$ cat src/rtl/shift_out_pkg.sv
// ============================================================================
// Module : shift_out_pkg
// Brief  : State encoding and sizing helper for the serial result unloader.
// Rev    : 1.0  initial release
// ============================================================================
`default_nettype none

package shift_out_pkg;

    typedef logic [1:0] state_t;

    localparam state_t c_IDLE   = 2'b00;
    localparam state_t c_SHIFT  = 2'b01;
    localparam state_t c_PARITY = 2'b10;
    localparam state_t c_GAP    = 2'b11;

    // Bit counter must reach WIDTH without wrapping, plus one spare code.
    function automatic int cnt_width(input int width);
        return $clog2(width + 2);
    endfunction

endpackage : shift_out_pkg

`default_nettype wire

$ cat src/rtl/shift_out_ser_rise_detect.sv
// ============================================================================
// Module : rise_detect
// Brief  : Registered rising-edge detector with selectable reset value.
// Rev    : 1.0  initial release
// ============================================================================
`default_nettype none

module rise_detect #(
    parameter bit RESET_VALUE = 1'b0
) (
    input  logic clk,
    input  logic reset,
    input  logic i_d,
    output logic o_rise
);

    logic r_q;

    always_ff @(posedge clk or posedge reset) begin
        if (reset) begin
            r_q <= RESET_VALUE;
        end else begin
            r_q <= i_d;
        end
    end

    assign o_rise = i_d & ~r_q;

endmodule : rise_detect

`default_nettype wire

$ cat src/rtl/shift_out_ser.sv
// ============================================================================
// Module : shift_out_ser
// Brief  : Captures a parallel product on a rising sz and shifts it out
//          serially with frame flag, busy/done status and an idle gap.
//          Define SHIFT_OUT_SER_PARITY_EN to append an even-parity bit.
// Rev    : 1.0  initial release
// ============================================================================
`default_nettype none

module shift_out_ser
    import shift_out_pkg::*;
#(
    parameter int WIDTH     = 24,
    parameter bit LSB_FIRST = 1'b0,
    parameter int IDLE_GAP  = 0
) (
    input  logic             clk,
    input  logic             reset,
    input  logic [WIDTH-1:0] z_parallel,
    input  logic             sz,
    output logic             z_out,
    output logic             fz,
    output logic             busy,
    output logic             done
);

    localparam int                 c_CNT_W       = cnt_width(WIDTH);
    localparam logic [c_CNT_W-1:0] c_LAST_BIT    = c_CNT_W'(WIDTH - 1);
    localparam logic [7:0]         c_GAP_LAST    = 8'((IDLE_GAP > 0) ? IDLE_GAP - 1 : 0);
    localparam state_t             c_AFTER_FRAME = (IDLE_GAP == 0) ? c_IDLE : c_GAP;

    state_t             r_state;
    state_t             w_next_state;
    logic [WIDTH-1:0]   r_sreg;
    logic [c_CNT_W-1:0] r_cnt;
    logic [7:0]         r_gap;
    logic               r_done;
    logic               w_start;
    logic               w_last_fz;
    logic               w_data_bit;
`ifdef SHIFT_OUT_SER_PARITY_EN
    logic               r_parity;
`endif

    // Reset value 1 keeps an sz held high across reset release from starting a frame.
    rise_detect #(
        .RESET_VALUE (1'b1)
    ) u_start_detect (
        .clk    (clk),
        .reset  (reset),
        .i_d    (sz),
        .o_rise (w_start)
    );

    assign w_data_bit = LSB_FIRST ? r_sreg[0] : r_sreg[WIDTH-1];

`ifdef SHIFT_OUT_SER_PARITY_EN
    assign w_last_fz = (r_state == c_PARITY);
`else
    assign w_last_fz = (r_state == c_SHIFT) && (r_cnt == c_LAST_BIT);
`endif

    always_ff @(posedge clk or posedge reset) begin
        if (reset) begin
            r_state <= c_IDLE;
        end else begin
            r_state <= w_next_state;
        end
    end

    always_comb begin
        w_next_state = r_state;
        case (r_state)
            c_IDLE: begin
                if (w_start) begin
                    w_next_state = c_SHIFT;
                end
            end
            c_SHIFT: begin
                if (r_cnt == c_LAST_BIT) begin
`ifdef SHIFT_OUT_SER_PARITY_EN
                    w_next_state = c_PARITY;
`else
                    w_next_state = c_AFTER_FRAME;
`endif
                end
            end
`ifdef SHIFT_OUT_SER_PARITY_EN
            c_PARITY: begin
                w_next_state = c_AFTER_FRAME;
            end
`endif
            c_GAP: begin
                if (r_gap == c_GAP_LAST) begin
                    w_next_state = c_IDLE;
                end
            end
            default: begin
                w_next_state = c_IDLE;
            end
        endcase
    end

    always_ff @(posedge clk or posedge reset) begin
        if (reset) begin
            r_sreg <= '0;
            r_cnt  <= '0;
            r_gap  <= '0;
            r_done <= 1'b0;
`ifdef SHIFT_OUT_SER_PARITY_EN
            r_parity <= 1'b0;
`endif
        end else begin
            r_done <= w_last_fz;
            r_cnt  <= (r_state == c_SHIFT) ? r_cnt + 1'b1 : '0;
            r_gap  <= (r_state == c_GAP) ? r_gap + 8'd1 : 8'd0;
            if ((r_state == c_IDLE) && w_start) begin
                r_sreg <= z_parallel;
`ifdef SHIFT_OUT_SER_PARITY_EN
                r_parity <= ^z_parallel;
`endif
            end else if (r_state == c_SHIFT) begin
                r_sreg <= LSB_FIRST ? {1'b0, r_sreg[WIDTH-1:1]} : {r_sreg[WIDTH-2:0], 1'b0};
            end
        end
    end

    always_comb begin
        fz    = 1'b0;
        z_out = 1'b0;
        busy  = (r_state != c_IDLE);
        done  = r_done;
        case (r_state)
            c_SHIFT: begin
                fz    = 1'b1;
                z_out = w_data_bit;
            end
`ifdef SHIFT_OUT_SER_PARITY_EN
            c_PARITY: begin
                fz    = 1'b1;
                z_out = r_parity;
            end
`endif
            default: begin
                fz    = 1'b0;
                z_out = 1'b0;
            end
        endcase
    end

endmodule : shift_out_ser

`default_nettype wire

$ cat config.mk
export PLATFORM = sky130hd
export DESIGN_NAME = shift_out_ser
export DESIGN_NICKNAME = d
export VERILOG_FILES = /design/src/rtl/shift_out_pkg.sv /design/src/rtl/shift_out_ser_rise_detect.sv /design/src/rtl/shift_out_ser.sv
export SDC_FILE = /design/constraint.sdc
export NUM_CORES = 1
export LEC_CHECK = 0
export ABC_AREA = 1
export BUFFER_PORTS_ARGS = -buffer_cell sky130_fd_sc_hd__buf_4
export CORE_ASPECT_RATIO = 2
export CORE_MARGIN = 5
export CORE_UTILIZATION = 50
export DETAILED_ROUTE_END_ITERATION = 16
export HOLD_SLACK_MARGIN = 0.08
export PLACE_DENSITY = 0.81
export REMOVE_ABC_BUFFERS = 1
export SLEW_MARGIN = 30
export SYNTH_ARGS = -nofsm -noshare
export SYNTH_HDL_FRONTEND = slang
export SYNTH_SLANG_ARGS = --single-unit
$ cat constraint.sdc
create_clock -name clk -period 1.4 [get_ports clk]
set_input_delay 0.07 -clock clk [delete_from_list [all_inputs] [get_ports clk]]
set_output_delay 0.07 -clock clk [all_outputs]
set_load 0.03 [all_outputs]
==> implementation parameters <==
Parameter                              Value

Flow run
  Count of max-cap constraint violations    0

Yosys
  Async set-reset flop share out of synthesis    100%
  Post-Synthesis Mean Instance Area    8.72 µm²
  Most instantiated library cell after synthesis    sky130_fd_sc_hd__nand3_1
  Leading post-synthesis cells by instance count    49 x sky130_fd_sc_hd__nand3_1, 33 x sky130_fd_sc_hd__nand2_1, 31 x sky130_fd_sc_hd__dfrtp_1, 24 x sky130_fd_sc_hd__nand4_1, 9 x sky130_fd_sc_hd__nor2_1
  Share of synthesized area occupied by flip-flops and latches    53.2%
  Synthesized area    1510 µm²
  Number of flip-flops and latches in the synthesized netlist    32
  Post-synth cell types    15
  Biggest area contributors in the synthesized netlist    sky130_fd_sc_hd__dfrtp_1 51%, sky130_fd_sc_hd__nand3_1 16%, sky130_fd_sc_hd__nand4_1 10%, sky130_fd_sc_hd__nand2_1 8.2%, sky130_fd_sc_hd__buf_2 2.7%
  Share of the synthesized area in the top cell type    51.4%
  Synth area leader    sky130_fd_sc_hd__dfrtp_1
  Synth warnings    0
  Number of enable-type register cells in the synthesized netlist    0
  Gate count after technology mapping    173
  Post-synth top flop    sky130_fd_sc_hd__dfrtp_1

Power and ir drop
  PD cells    1660 nW/µm²
  Net switching power of the design    1.26 mW
  Sequential group share of total power    41.9%
  Part of the power in the clock network    22.6%
  Design Power    3.44 mW
  Leak pwr    1.04 nW
  Share of total power in combinational logic    35.4%
  Switching share of power    36.5%
  Peak supply drop    1.17 mV
  Internal power contribution    2.18 mW

Drt
  DR vias    1426
  1st-iter DRT viols    31
  Via density per instance    5.59
  Total wire length after detailed routing    3570 µm
  WL per Instance    14.0 µm
  Remaining antenna violation count    0
  First-pass iteration count of the detailed router    4
  Remaining DRCs    0

Hold path
  Hold Crit Start    z_parallel[20]
  Count of cells along the worst hold path    3
  Min-delay worst type    input pin to flop
  Hold endpoint    r_sreg[20]

Die
  Num rows    28
  Effective utilization at floorplan    51.3%
  Die Wd    48.8 µm
  Area of the placeable core    2940 µm²
  DIE AREA    4280 µm²
  Number of top-level pins    31
  Chip Height    87.7 µm

Final layout
  Synth-to-layout area growth    37.4%
  N_diodes    0
  Count of fill cells added during filler insertion    244
  Register area    802 µm²
  Ratio of cells with drive above 1 in the final layout    20.4%
  Final #Nets    252
  Area of all placed cells without fillers    2070 µm²
  Multi-input gate area    582 µm²

Global route
  Total congestion overflow    0
  Initial antenna violation count    0
  Largest net degree at the start of global routing    33
  GR Util All Layers    19.0%
  Global-route wire length before repair    6400 µm
  Via count of the first global-routing pass    1450

Placement
  Number of input and output port buffers inserted    30
  Dpl cell area    1720 µm²
  HPWL reported at the end of detailed placement    2320 µm
  Final Wtd Congestion    0.762

STA
  Worst slew margin    73.8%
  Number of max-slew violations in the final report    0
  Final-report hold violation count    0
  Final period demand of the worst path    1290 ps
  Hold Slack    94.4 ps
  Upper clock frequency limit    776 MHz
  # setup viols final    0
  Worst Tran Pin Value    393 ps
  Fin Clk Skew    6.43 ps
  Final period utilization    92.0%
  RSZ-0062 raised after global routing    false

Clocking
  Maximum clock insertion buffer count    2
  # H-tree levels    2
  Root Buffer    sky130_fd_sc_hd__clkbuf_8
  Clock-pin slew of the registers on the worst-case setup and hold paths    70 ps
  Post-CTS setup buffer count    0
  Insertion delay of the later-clocked pin in the worst-skew pair    290 ps
  CTS tree    yes
  Number of buffers created by CTS    5
  Number of clock sinks    32

Worst setup path
  Cell with the largest stage delay on the worst path    sky130_fd_sc_hd__dfrtp_1
  Arrival time at the worst endpoint    1220 ps
  Beginning of the critical path    r_state[0]
  Cells along the critical path    buf_12, nand2_1, inv_1, buf_4
  Highest fanout seen on the critical path    29
  Worst-case reg-to-reg path depth    4
  Launching element type of the critical path    flop
  Peak per-stage delay on the critical path    460 ps
  Req. time, crit path    1330 ps
  End of the worst register-to-register path    r_sreg[18]
  Critical path start-end classification    flop to output port
  Register-to-register path setup slack    270 ps
  Start of the worst register-to-register path    u_start_detect.r_q
  Category of the worst setup path capture point    output port

Run status
  Status    completed
==> cell type report <==
type,instances,share of cell area [%]
Sequential cell,32,38.7
Multi-Input combinational cell,118,28.1
Timing Repair Buffer,60,25.3
Clock buffer,8,4.83
Tap cell,30,1.81
Inverter,7,1.27
==> worst max-delay path by stage <==
stage	to	slack [ps]	depth (start not counted)
after CTS	z_out	90	4
after detailed placement	r_sreg[20]	170	4
after floorplan	r_sreg[10]	-650	3
after global routing	z_out	20	4
final	z_out	110	4
after global placement	r_sreg[9]	200	4
==> per-layer routing <==
metal  GRT usage, %  up-vias  wire length (µm)
met2           31.3       29              1940
met3           4.43        9               124
met4           12.7        0               102
met1           21.6      689              1400
li1               -      699                 -
met5              0        -                 0
==> through the flow <==
step / util, % / cells / setup TNS, ps / worst slack (ps)
6_report: 70.5 / 255 / 0 / 111
5_1_grt: 70.5 / 255 / 0 / 21.9
4_1_cts: 70.3 / 255 / 0 / 91.8
3_5_place_dp: 58.4 / 222 / 0 / 173
3_3_place_gp: 58.4 / 222 / 0 / 204
2_1_floorplan: - / 157 / -16460 / -652
==> cells in the final DEF (no fill, tap or decap) <==
cell type,netlist,final
sky130_fd_sc_hd__ha_1,1,1
sky130_fd_sc_hd__nand2_1,33,33
sky130_fd_sc_hd__nand3_1,49,49
sky130_fd_sc_hd__buf_12,0,1
sky130_fd_sc_hd__clkbuf_1,1,1
sky130_fd_sc_hd__nand4_1,24,24
sky130_fd_sc_hd__dlygate4sd3_1,0,25
sky130_fd_sc_hd__clkbuf_8,0,7
sky130_fd_sc_hd__buf_4,5,34
sky130_fd_sc_hd__inv_1,5,5
sky130_fd_sc_hd__nand2_4,0,1
sky130_fd_sc_hd__dfstp_2,1,1
sky130_fd_sc_hd__a21oi_1,1,1
sky130_fd_sc_hd__dfrtp_1,31,31
sky130_fd_sc_hd__nor2_1,9,9
sky130_fd_sc_hd__inv_2,2,2
==> power by group through the flow <==
stage	logic [mW]	registers (mW)	clock network (mW)
floorplan	0.637	1.52	0
global placement	1.13	1.44	0
detailed placement	1.17	1.46	0
CTS	1.23	1.44	0.799
global route	1.42	1.48	0.831
finish	1.22	1.44	0.778
==> state kept, by name, indices dropped and copies added, names as in the netlist <==
name and flops:
u_start_detect.r_q 1, r_cnt 5, done 1, r_state 1, r_sreg 24
==> worst max-delay path: cells and delay by family, from the launching register on <==
family        cells  cell delay [ps]
buf+inv           3              410
flops             1              460
simple gates      1               60
==> logic make-up (layout without fill, tap and decap cells) <==
family | Yosys count | in the layout | share of synthesized area, %
AO/OA/AOI/OAI | 1 | 1 | 0.331
buffers and inverters | 23 | 75 | 8.62
flip-flops | 32 | 32 | 53.2
AND/OR/NAND/NOR | 116 | 116 | 37.1
adder cells (fa/ha/maj) | 1 | 1 | 0.829
==> what timing repair did <==
item	in CTS	in global routing
gates resized for setup	0	1
hold endpoints to repair	55	0
hold buffers	25	0
endpoints found under the setup margin	0	13
No activity file was read; power rests on OpenSTA's default activity.
